### src/rtl/uart_sim_pkg.sv
// Shared types and baud-rate helpers for the simulation-side UART receive monitor.
package uart_sim_pkg;

  typedef enum logic [1:0] {
    IDLE,
    START,
    DATA,
    STOP
  } rx_state_e;

  // Clock cycles per bit (half = 0) or per half bit (half = 1), integer division.
  function automatic int unsigned clks_per_bit(input int unsigned clk_hz,
                                               input int unsigned baud,
                                               input bit          half);
    int unsigned cpb;
    cpb = clk_hz / baud;
    return half ? (cpb / 2) : cpb;
  endfunction

  function automatic int unsigned baud_cnt_width(input int unsigned cpb);
    return $clog2(cpb);
  endfunction

endpackage

### src/rtl/uart_sim_fifo.sv
// Synchronous show-ahead byte FIFO; full/empty told apart by an extra pointer MSB.
module uart_sim_fifo #(
  parameter int unsigned Depth = 16,
  parameter int unsigned Width = 8
) (
  input  logic                     clk,
  input  logic                     rst,
  input  logic                     push,
  input  logic [Width-1:0]         push_data,
  output logic                     full,
  input  logic                     pop,
  output logic                     empty,
  output logic [Width-1:0]         head,
  output logic [$clog2(Depth):0]   level
);

  localparam int unsigned AddrW = $clog2(Depth);

  logic [AddrW:0]   wr_ptr;
  logic [AddrW:0]   rd_ptr;
  logic [Width-1:0] mem [Depth];
  logic             do_pop;
  logic             do_push;

  assign empty   = (wr_ptr == rd_ptr);
  assign full    = (wr_ptr[AddrW] != rd_ptr[AddrW]) &&
                   (wr_ptr[AddrW-1:0] == rd_ptr[AddrW-1:0]);
  assign level   = wr_ptr - rd_ptr;
  assign head    = empty ? '0 : mem[rd_ptr[AddrW-1:0]];
  assign do_pop  = pop & ~empty;
  // A pop on the same edge frees the slot, so a full FIFO still takes the push.
  assign do_push = push & (~full | do_pop);

  always_ff @(posedge clk) begin
    if (rst) begin
      wr_ptr <= '0;
      rd_ptr <= '0;
    end else begin
      if (do_push) wr_ptr <= wr_ptr + 1'b1;
      if (do_pop)  rd_ptr <= rd_ptr + 1'b1;
    end
  end

  always_ff @(posedge clk) begin
    if (do_push && !rst) mem[wr_ptr[AddrW-1:0]] <= push_data;
  end

endmodule

### src/rtl/uart_sim_rx_monitor.sv
// 8N1 UART receive monitor: synchroniser, mid-bit sampling FSM, byte FIFO, error flags, byte count.
module uart_sim_rx_monitor
  import uart_sim_pkg::*;
#(
  parameter int unsigned ClockFrequency = 50_000_000,
  parameter int unsigned BaudRate       = 115_200,
  parameter int unsigned FifoDepth      = 16
) (
  input  logic                         clk_i,
  input  logic                         rst_i,
  input  logic                         rx_i,
  output logic                         byte_valid_o,
  output logic [7:0]                   byte_o,
  input  logic                         byte_ready_i,
  output logic                         frame_err_o,
  output logic                         overflow_o,
  output logic [$clog2(FifoDepth):0]   fifo_level_o,
  output logic [15:0]                  bytes_rcvd_o
);

  localparam int unsigned ClksPerBit = clks_per_bit(ClockFrequency, BaudRate, 1'b0);
  localparam int unsigned HalfBit    = clks_per_bit(ClockFrequency, BaudRate, 1'b1);
  localparam int unsigned CntW       = baud_cnt_width(ClksPerBit);

  if (ClksPerBit < 4) begin : g_bad_baud
    $error("uart_sim_rx_monitor: ClksPerBit must be at least 4");
  end
  if (FifoDepth < 2 || (FifoDepth & (FifoDepth - 1)) != 0) begin : g_bad_depth
    $error("uart_sim_rx_monitor: FifoDepth must be a power of two >= 2");
  end

  logic            rx_meta;
  logic            rx_sync;
  logic            rx_prev;
  logic            fall;
  rx_state_e       state;
  logic [CntW-1:0] cnt;
  logic [2:0]      bit_idx;
  logic [7:0]      shift;
  logic            push_q;
  logic            fifo_full;
  logic            fifo_empty;
  logic            pop;

  always_ff @(posedge clk_i) begin
    if (rst_i) begin
      rx_meta <= 1'b1;
      rx_sync <= 1'b1;
      rx_prev <= 1'b1;
    end else begin
      rx_meta <= rx_i;
      rx_sync <= rx_meta;
      rx_prev <= rx_sync;
    end
  end

  assign fall = rx_prev & ~rx_sync;

  // The assembled byte stays in shift through IDLE, so the FIFO can write it one edge after the stop sample.
  always_ff @(posedge clk_i) begin
    if (rst_i) begin
      state       <= IDLE;
      cnt         <= '0;
      bit_idx     <= '0;
      shift       <= '0;
      push_q      <= 1'b0;
      frame_err_o <= 1'b0;
    end else begin
      push_q      <= 1'b0;
      frame_err_o <= 1'b0;
      case (state)
        IDLE: begin
          if (fall) begin
            state <= START;
            cnt   <= '0;
          end
        end
        START: begin
          if (cnt == CntW'(HalfBit - 1)) begin
            cnt <= '0;
            if (!rx_sync) begin
              state   <= DATA;
              bit_idx <= '0;
            end else begin
              state <= IDLE;
            end
          end else begin
            cnt <= cnt + 1'b1;
          end
        end
        DATA: begin
          if (cnt == CntW'(ClksPerBit - 1)) begin
            cnt   <= '0;
            shift <= {rx_sync, shift[7:1]};
            if (bit_idx == 3'd7) state <= STOP;
            else                 bit_idx <= bit_idx + 3'd1;
          end else begin
            cnt <= cnt + 1'b1;
          end
        end
        STOP: begin
          if (cnt == CntW'(ClksPerBit - 1)) begin
            cnt   <= '0;
            state <= IDLE;
            if (rx_sync) push_q      <= 1'b1;
            else         frame_err_o <= 1'b1;
          end else begin
            cnt <= cnt + 1'b1;
          end
        end
        default: state <= IDLE;
      endcase
    end
  end

  assign byte_valid_o = ~fifo_empty;
  assign pop          = byte_valid_o & byte_ready_i;

  uart_sim_fifo #(
    .Depth (FifoDepth),
    .Width (8)
  ) u_fifo (
    .clk       (clk_i),
    .rst       (rst_i),
    .push      (push_q),
    .push_data (shift),
    .full      (fifo_full),
    .pop       (pop),
    .empty     (fifo_empty),
    .head      (byte_o),
    .level     (fifo_level_o)
  );

  always_ff @(posedge clk_i) begin
    if (rst_i) begin
      overflow_o   <= 1'b0;
      bytes_rcvd_o <= '0;
    end else if (push_q) begin
      if (fifo_full && !pop) overflow_o   <= 1'b1;
      else                   bytes_rcvd_o <= bytes_rcvd_o + 16'd1;
    end
  end

endmodule
### config.mk
export PLATFORM = sky130hd
export DESIGN_NAME = uart_sim_rx_monitor
export DESIGN_NICKNAME = d
export VERILOG_FILES = /design/src/rtl/uart_sim_pkg.sv /design/src/rtl/uart_sim_fifo.sv /design/src/rtl/uart_sim_rx_monitor.sv
export SDC_FILE = /design/constraint.sdc
export NUM_CORES = 1
export LEC_CHECK = 0
export CORE_AREA = 5 5 162 86
export CTS_CLUSTER_DIAMETER = 100
export DETAILED_ROUTE_END_ITERATION = 10
export DIE_AREA = 0 0 167 91
export PLACE_DENSITY = 0.94
export SYNTH_ARGS = -nofsm -noshare
export SYNTH_HDL_FRONTEND = slang
export SYNTH_HIERARCHICAL = 1
export SYNTH_SLANG_ARGS = --single-unit
### constraint.sdc
create_clock -name clk_i -period 6.2 [get_ports clk_i]
set_clock_uncertainty 0.2 [all_clocks]
set_input_delay 0.62 -clock clk_i [delete_from_list [all_inputs] [get_ports clk_i]]
set_output_delay 0.62 -clock clk_i [all_outputs]
set_load 0.05 [all_outputs]
# --- Yosys cells after proc, flatten, opt, wreduce, memory -nomap -nowiden ---
# Memories as Yosys holds them, arrays and structs flattened. A register that Yosys moved wholly into a read port is not among the register bits.
# Index checks and enable logic that the tools add are counted.
classes:
  addsub: 6
  reduce_logical: 14
  n_mux: 23
  bitwise_logic: 11
  n_eq_ne: 16
ops:
  columns: ["op", "count"]
  rows:
  - ["two-way mux 9 bit", 3]
  - ["one-hot mux 9 bit (3 select lines)", 1]
  - ["adder 16 x 1 -> 16 bit, second input constant", 1]
  - ["!= test 2 bit, second input constant", 7]
  - ["two-way mux 2 bit", 6]
  - ["two-way mux 3 bit", 4]
  - ["adder 5 x 1 -> 5 bit, second input constant", 2]
  - ["AND reduction 5 bit", 2]
  - ["adder 9 x 1 -> 9 bit, second input constant", 1]
  - ["equality test 9 x 8 -> 1 bit, second input constant", 1]
  - ["equality test 9 bit, second input constant", 1]
  - ["two-way mux 4 bit", 2]
  - ["two-way mux 8 bit", 1]
  - ["one-hot mux 2 bit (4 select lines)", 1]
  - ["NOT 1 bit", 6]
  - ["one-hot mux 3 bit (2 select lines)", 1]
  - ["AND reduction 2 bit", 3]
  - ["equality test 5 bit", 1]
  - ["subtractor 5 bit", 1]
  - ["AND 1 bit", 4]
  - ["equality test 2 bit, second input constant", 2]
  - ["equality test 4 bit", 1]
  - ["two-way mux 1 bit", 4]
  - ["adder 3 x 1 -> 3 bit, second input constant", 1]
  - ["other kinds (10)", 13]
word_totals:
  mem_count: 1
  out_inout_bits: 32
  reg_bits: 54
  input_bits: 4
  ramBits: 128
memory_table:
  columns: ["name", "words", "word_bits", "rd", "rd_clocked_by_memory_dff", "write_ports", "line_no", "text"]
  rows:
  - ["u_fifo.mem", 16, 8, 1, 1, 1, "uart_sim_fifo.sv:21", "logic [Width-1:0] mem [Depth];"]

# --- Depth between registers and ports, before layout ---
# Gate-level depths: netlist of run 1.
depth:
  depth_word: 9
  depth_mapped: 10

# --- By module ---
# The synthesis of run 1 kept the hierarchy.
modules_own_cells:
  columns: ["mod", "area_per_inst_um2", "cells_each", "seq_area_each_um2", "instances"]
  rows:
  - ["uart_sim_fifo", 5816.8, 310, 4124.0, 1]
  - ["uart_sim_rx_monitor", 2020.7, 236, 880.8, 1]

# --- Least setup slack after synthesis of run 1 ---
# OpenSTA, ideal clock, no wires.
synth_timing:
  path_kind: "register -> output"
  startpoint: "register u_fifo.wr_ptr[0]"
  endpoint: "output port byte_o[0]"
  n_path_buf: 0
  required_time_ns: 5.380
  path_slack_ns: 3.021
  arrival_ns: 2.359
  stages_incl_launch_ff: 6
  path_cell_list: "dfxtp_1 -> inv_1 -> ha_1 -> nand4_1 -> nor2_1 -> a211oi_1"
synth_between:
  elab_chain_len: 2
synth_lines:
  columns: ["element", "line_no", "text"]
  rows:
  - ["start: declaration", "uart_sim_fifo.sv:19", "logic [AddrW:0] wr_ptr;"]
  - ["start signal: assignment", "uart_sim_fifo.sv:39", "if (do_push) wr_ptr <= wr_ptr + 1'b1;"]
  - ["equality test 5 bit", "uart_sim_fifo.sv:25", "assign empty = (wr_ptr == rd_ptr);"]
  - ["net fifo_empty", "uart_sim_rx_monitor.sv:42", "logic fifo_empty;"]
  - ["two-way mux 8 bit", "uart_sim_fifo.sv:29", "assign head = empty ? '0 : mem[rd_ptr[AddrW-1:0]];"]
  - ["end: declaration", "uart_sim_rx_monitor.sv:13", "output logic [7:0] byte_o,"]
# The timed path passes the listed nets, and every way through them passes these cells.

==> results of run 1 <==
[layout make-up]
cell class,instances,area (µm²)
inverters,19,71.3
multi-input cells,315,2620
well taps,170,213
clock inverters,15,134
flip-flops and latches,186,5000
clock buffers,17,425
repair buffers,37,360
fillers,736,3550
[cell families after synthesis]
family | synth area share (%)
buf+inv | 2.83
mux | 12.3
compound gates | 7.33
fa+ha+maj | 2.65
xor+xnor | 1.55
simple gates | 9.48
flops | 63.9
[worst min-delay path by stage]
stage                   end  slack [ps]  depth (start not counted)     from
floorplan           rx_sync         190                          1  rx_meta
global placement    rx_sync         200                          1  rx_meta
detailed placement  rx_sync         200                          1  rx_meta
CTS                 rx_sync         220                          1  rx_meta
global route        rx_sync         250                          1  rx_meta
finish              rx_sync         230                          1  rx_meta
[cells in the final DEF, fill, tap and decap left out, types with 5 or more instances in the layout]
master / n
o22ai_1: 7
a211oi_1: 16
o21ai_0: 12
nand2b_1: 8
or4_1: 6
clkbuf_16: 17
nand3_1: 11
xnor2_1: 7
inv_1: 18
nor2b_1: 11
nor2_1: 44
nand2_1: 22
o31ai_1: 5
mux4_2: 23
mux4_1: 9
or3_1: 12
a21oi_1: 29
mux2i_1: 21
dfxtp_1: 58
clkdlybuf4s50_1: 34
inv_6: 5
edfxtp_1: 128
ha_1: 15
xor2_1: 5
[through the flow]
| step | cell area (µm²) | setup slack (ps) |
|---|---|---|
| after floorplan | 7840 | 3020 |
| after global placement | 8260 | 2490 |
| after detailed placement | 8260 | 2340 |
| after CTS | 8820 | 1860 |
| after global routing | 8820 | 1770 |
| final | 8820 | 1900 |
[state kept, by name, summed over array words and instances, names as in the netlist, named ones only]
name and cells:
rx_prev 1, rx_meta 1, u_fifo/wr_ptr 5, frame_err_o 1, overflow_o 1, u_fifo/rd_ptr 5, bit_idx 3, u_fifo/mem 128
rx_sync 1, shift 8, cnt 9, push_q 1, bytes_rcvd_o 16, state 1
[per-layer routing]
layer | vias up | wire [µm]
li1 | 2158 | -
met1 | 2525 | 7360
met2 | 347 | 8570
met3 | 55 | 1800
met4 | 0 | 529
met5 | - | 0
[power breakdown]
part	internal, mW	switching [mW]	total [mW]
logic	0.00732	0.0175	0.0248
clock network	0.529	0.498	1.03
registers	1.31	0.00385	1.31
total	1.85	0.519	2.37
==> flow_metrics.py, run 1 <==
metrics = {
    "setup_path": {
        "worstPathMaxFanout": 24,
        "end_kind": "output port",
        "timing.reg2reg.worst_path_depth": 9,
        "required_ps": 5380,
        "crit_slowest_cell": "dfxtp_1",
        "rr_endpoint": "bytes_rcvd_o[5]",
        "crit_type": "reg -> out",
        "endpoint": "byte_o[0]",
        "cp_common_cell": "a211oi_1",
        "critPathMaxStageDelay_ps": 1240,
        "start_kind": "flip-flop",
        "crit_buf_inv": 1,
        "path_cells": "mux4_1, nor2b_1, a211oi_1, a211oi_1, clkdlybuf4s50_1",
        "r2r-start": "u_fifo/wr_ptr[0]",
        "path_depth": 5,
        "reg2reg_slack_ps": 1950,
        "arrival_ps": 3480,
        "crit_family": "flip-flops",
    },
    "clocking": {
        "cts_buffers": 17,
        "ctsResizeCount": 0,
        "h-tree-depth": 4,
        "clkTransAtPathRegs_ps": 70,
        "postCtsSetupBuffers": 0,
        "clk_latency_ps": 430,
        "cts_tree": "built",
        "cts.sinks": 186,
        "cts_root_buffer": "clkbuf_16",
        "clockBufferDepth": 2,
        "holdBufCountCts": 0,
    },
    "grt": {
        "use_met3_pct": 5.86,
        "busiest_layer": "met2",
        "grt_max_degree": 63,
        "grt_pass1_wl_mm": 29.0,
        "grt_usage_pct": 24.9,
        "use_met2_pct": 38.3,
        "use_met1_pct": 35.7,
        "antenna_found_initial": 0,
        "grt-ovfl-total": 0,
        "grt_pass1_vias": 4970,
    },
    "synth": {
        "yosysMostFrequentCell": "edfxtp_1",
        "synth.distinct_cells": 53,
        "yosysSeqAreaShare_pct": 63.9,
        "synthCells": 546,
        "synth_top_cell_by_area": "edfxtp_1",
        "yosys_warnings": 6,
        "ys_ff_latch": 186,
        "synth_edf_count": 128,
        "synth_area_um2": 7840,
        "synth.top_cell.area_share_pct": 49.0,
        "async_reset_ff_share_pct": 0,
        "postSynthAreaPerCell_um2": 14.4,
        "ys_top_cells_by_count": "edfxtp_1 (128), dfxtp_1 (58), nor2_1 (44)",
        "ys_top_cells_by_area": "edfxtp_1 (49%), dfxtp_1 (15%), mux4_2 (6.6%)",
        "syn-num-nets": 566,
        "synth_flop_cell": "edfxtp_1",
    },
    "placed_design": {
        "io_buffers": 35,
        "dp_cells": 727,
        "gp_congestion": 0.933,
        "dp.final_hpwl_mm": 11.1,
    },
    "routing": {
        "drtAntennaViolNets": 0,
        "avgRoutedWirePerCell_um": 24.1,
        "vias_per_cell": 6.70,
        "drt_wl_total_mm": 18.3,
        "drt_first_iter_violations": 646,
        "drt_first_pass_iters": 5,
        "drc": 0,
        "dr_total_vias": 5085,
    },
    "status": {
        "status": "completed",
    },
    "sta": {
        "finalSetupViolations": 0,
        "fmax_mhz": 233,
        "worst_pin_slew_ps": 1370,
        "grt_setup_unrepaired": "false",
        "final.min_clock_period_ps": 4300,
        "holdWs_ps": 225,
        "final-max-slew-violation-count": 0,
        "slew_headroom_pct": 8.55,
        "tns_ps": 0,
        "fin_crit_sh_pct": 69.3,
        "finalHoldViolCount": 0,
    },
    "layout": {
        "n_antenna_cell": 0,
        "nets": 596,
        "syn_to_final_growth_pct": 12.6,
        "fin_cells": 759,
        "final_util_pct": 71.3,
        "drive_gt1_share_pct": 11.5,
    },
    "floorplanning": {
        "die_w_um": 167,
        "start_util_pct": 63.3,
        "die-area_um2": 15200,
        "die_h_um": 91,
        "io_pins": 36,
        "coreArea_um2": 12400,
        "placementRows": 29,
    },
    "power": {
        "leakagePower_nw": 2.79,
        "powerDensity_nw_per_um2": 268,
        "ir_drop_v": 0.000202,
        "power_mw": 2.37,
    },
    "job": {
        "cap_violations": 0,
    },
    "worst_hold_path": {
        "min_path_type": "reg -> reg",
    },
}
(Power assumes the default switching activity.)
==> inputs of run 2 (changes only) <==
--- a/config.mk
+++ b/config.mk
@@ -5,11 +5,11 @@
 export SDC_FILE = /design/constraint.sdc
 export NUM_CORES = 1
 export LEC_CHECK = 0
-export CORE_AREA = 5 5 162 86
+export CORE_AREA = 5 5 177 94
 export CTS_CLUSTER_DIAMETER = 100
 export DETAILED_ROUTE_END_ITERATION = 10
-export DIE_AREA = 0 0 167 91
-export PLACE_DENSITY = 0.94
+export DIE_AREA = 0 0 182 99
+export PLACE_DENSITY = 0.84
 export SYNTH_ARGS = -nofsm -noshare
 export SYNTH_HDL_FRONTEND = slang
 export SYNTH_HIERARCHICAL = 1
==> constraint.sdc (replaced) <==
create_clock -name clk_i -period 3.7 [get_ports clk_i]
set_clock_uncertainty 0.2 [all_clocks]
set_input_delay 0.37 -clock clk_i [delete_from_list [all_inputs] [get_ports clk_i]]
set_output_delay 0.37 -clock clk_i [all_outputs]
set_load 0.05 [all_outputs]
==> run 2 against run 1 <==
Non-clock buffer count increased by 4. Highest routed layer unchanged. Clock power is 69% higher. Wire length fell by 5.1%. Largest power group unchanged. Critical path depth increased by 4. Worst setup slack got worse by 1700 ps. Clock-buffer cell count stayed put. Die area increased by 19%. Final cell count up 5.0%. Sequential share of layout area is 0.38 points lower. Utilization is 12 points lower. Total power is 68% higher.
==> flow_metrics.py, run 2 (same netlist as run 1, synthesis figures left out) <==
metrics = {
    "power": {
        "p_int_mw": 3.11,
        "p_sw_share_pct": 22.0,
        "power_frac_comb_pct": 0.9,
        "clockPowerShare_pct": 43.8,
        "leakagePower_nw": 2.84,
        "ir_drop_v": 0.000317,
        "switchingPower_uw": 875,
        "p_seq_share_pct": 55.3,
        "powerDensity_nw_per_um2": 448,
    },
    "job": {
        "cap_violations": 0,
    },
    "clocking": {
        "cts_root_buffer": "clkbuf_16",
        "h-tree-depth": 4,
        "ctsResizeCount": 0,
        "postCtsSetupBuffers": 0,
        "cts_tree": "built",
        "clockBufferDepth": 2,
        "clk_latency_ps": 420,
        "cts.sinks": 186,
        "cts_buffers": 17,
        "holdBufCountCts": 0,
        "clkTransAtPathRegs_ps": 70,
    },
    "setup_path": {
        "crit_family": "simple AND/OR/NAND/NOR gates",
        "crit_type": "reg -> reg",
        "startpoint": "u_fifo/wr_ptr[0]",
        "crit_buf_inv": 2,
        "r2r-start": "u_fifo/wr_ptr[0]",
        "critPathMaxStageDelay_ps": 710,
        "end_kind": "flip-flop",
        "reg2reg_slack_ps": 210,
        "required_ps": 3550,
        "worstPathMaxFanout": 10,
        "crit_slowest_cell": "nor2_1",
        "start_kind": "flip-flop",
        "path_cells": "inv_1, ha_1, nand4_1, nor2_2, nand2b_1, inv_2, o31a_1, nand3_1, nor2_1",
        "arrival_ps": 3340,
    },
    "layout": {
        "fill_cells": 1068,
        "syn_to_final_growth_pct": 13.4,
        "largest_reg_flops": 128,
        "final_util_pct": 59.5,
        "final_common_cell": "edfxtp_1",
        "n_antenna_cell": 0,
        "final_cell_mix": "edfxtp_1 (128), dfxtp_1 (58), nor2_1 (43)",
        "drive_gt1_share_pct": 13.5,
        "nets": 600,
    },
    "floorplanning": {
        "die_h_um": 99,
        "die_w_um": 182,
        "coreArea_um2": 14900,
        "placementRows": 32,
        "io_pins": 36,
        "start_util_pct": 52.5,
        "die-area_um2": 18000,
    },
    "placed_design": {
        "dp.final_hpwl_mm": 11.7,
        "gp_congestion": 0.834,
        "io_buffers": 35,
        "place_ws_ps": 119,
    },
    "sta": {
        "worst_pin_slew_ps": 1260,
        "finalSetupViolations": 0,
        "final.min_clock_period_ps": 3490,
        "finalHoldViolCount": 0,
        "fmax_mhz": 286,
        "slew_headroom_pct": 15.7,
        "fin_crit_sh_pct": 94.4,
        "final-max-slew-violation-count": 0,
        "worst_slack_ps": 207,
        "tns_ps": 0,
        "grt_setup_unrepaired": "false",
        "holdWs_ps": 218,
    },
    "worst_hold_path": {
        "min_path_type": "reg -> reg",
        "hp-start": "rx_meta",
    },
    "routing": {
        "drt_wl_total_mm": 17.3,
        "drt_first_pass_iters": 4,
        "drc": 0,
        "dr_total_vias": 4860,
        "avgRoutedWirePerCell_um": 21.7,
        "vias_per_cell": 6.10,
        "drt_first_iter_violations": 627,
        "drtAntennaViolNets": 0,
    },
    "grt": {
        "grt-ovfl-total": 0,
        "grt_pass1_wl_mm": 27.0,
        "grt_max_degree": 63,
        "grt_pass1_vias": 4698,
        "antenna_found_initial": 0,
        "grt_usage_pct": 19.6,
    },
    "status": {
        "status": "completed",
    },
}
[run 2: power groups by stage]
| stage | combinational (mW) | sequential, mW | clock (mW) |
|---|---|---|---|
| after floorplan | 0.0283 | 2.25 | 0 |
| after global placement | 0.0348 | 2.25 | 0 |
| after detailed placement | 0.0369 | 2.25 | 0 |
| after CTS | 0.0372 | 2.20 | 1.77 |
| after global routing | 0.0419 | 2.20 | 1.87 |
| final | 0.0377 | 2.20 | 1.74 |
[run 2: through the flow]
stage               cell area (µm²)  total power, mW  cells
floorplan                      7840             2.27    546
CTS                            8880             4.01    797
global placement               8310             2.28    765
global route                   8880             4.11    797
detailed placement             8310             2.29    765
finish                         8880             3.98    797
[run 2: final cells by class]
class,count,area (µm²),area share [%]
Sequential cell,186,5000,56.3
Multi-Input combinational cell,315,2610,29.4
Clock buffer,17,425,4.79
Timing Repair Buffer,41,370,4.17
Tap cell,204,255,2.87
Clock inverter,15,144,1.62
Inverter,19,71.3,0.803
[run 2: worst paths after layout]
check / end / cells after the start
setup / recovery: u_fifo/mem[14][1] / 9
hold / removal: rx_sync / 1
setup reg to reg: u_fifo/mem[14][1] / 9
hold reg to reg: rx_sync / 1
[run 2: worst register-to-register path, stage by stage (launching register included)]
cell and delay (ps):
dfxtp_1 440, inv_1 140, ha_1 330, nand4_1 130
nor2_2 160, nand2b_1 250, inv_2 160, o31a_1 290
nand3_1 300, nor2_1 720
[run 2: metal layers]
layer / GRT usage [%] / vias up / share of wire [%]
met1: 29.7 / 2428 / 46
met2: 28.1 / 241 / 44
met3: 5.27 / 14 / 8.9
met5: 0 / - / 0
li1: - / 2177 / -
met4: 5.30 / 0 / 0.97
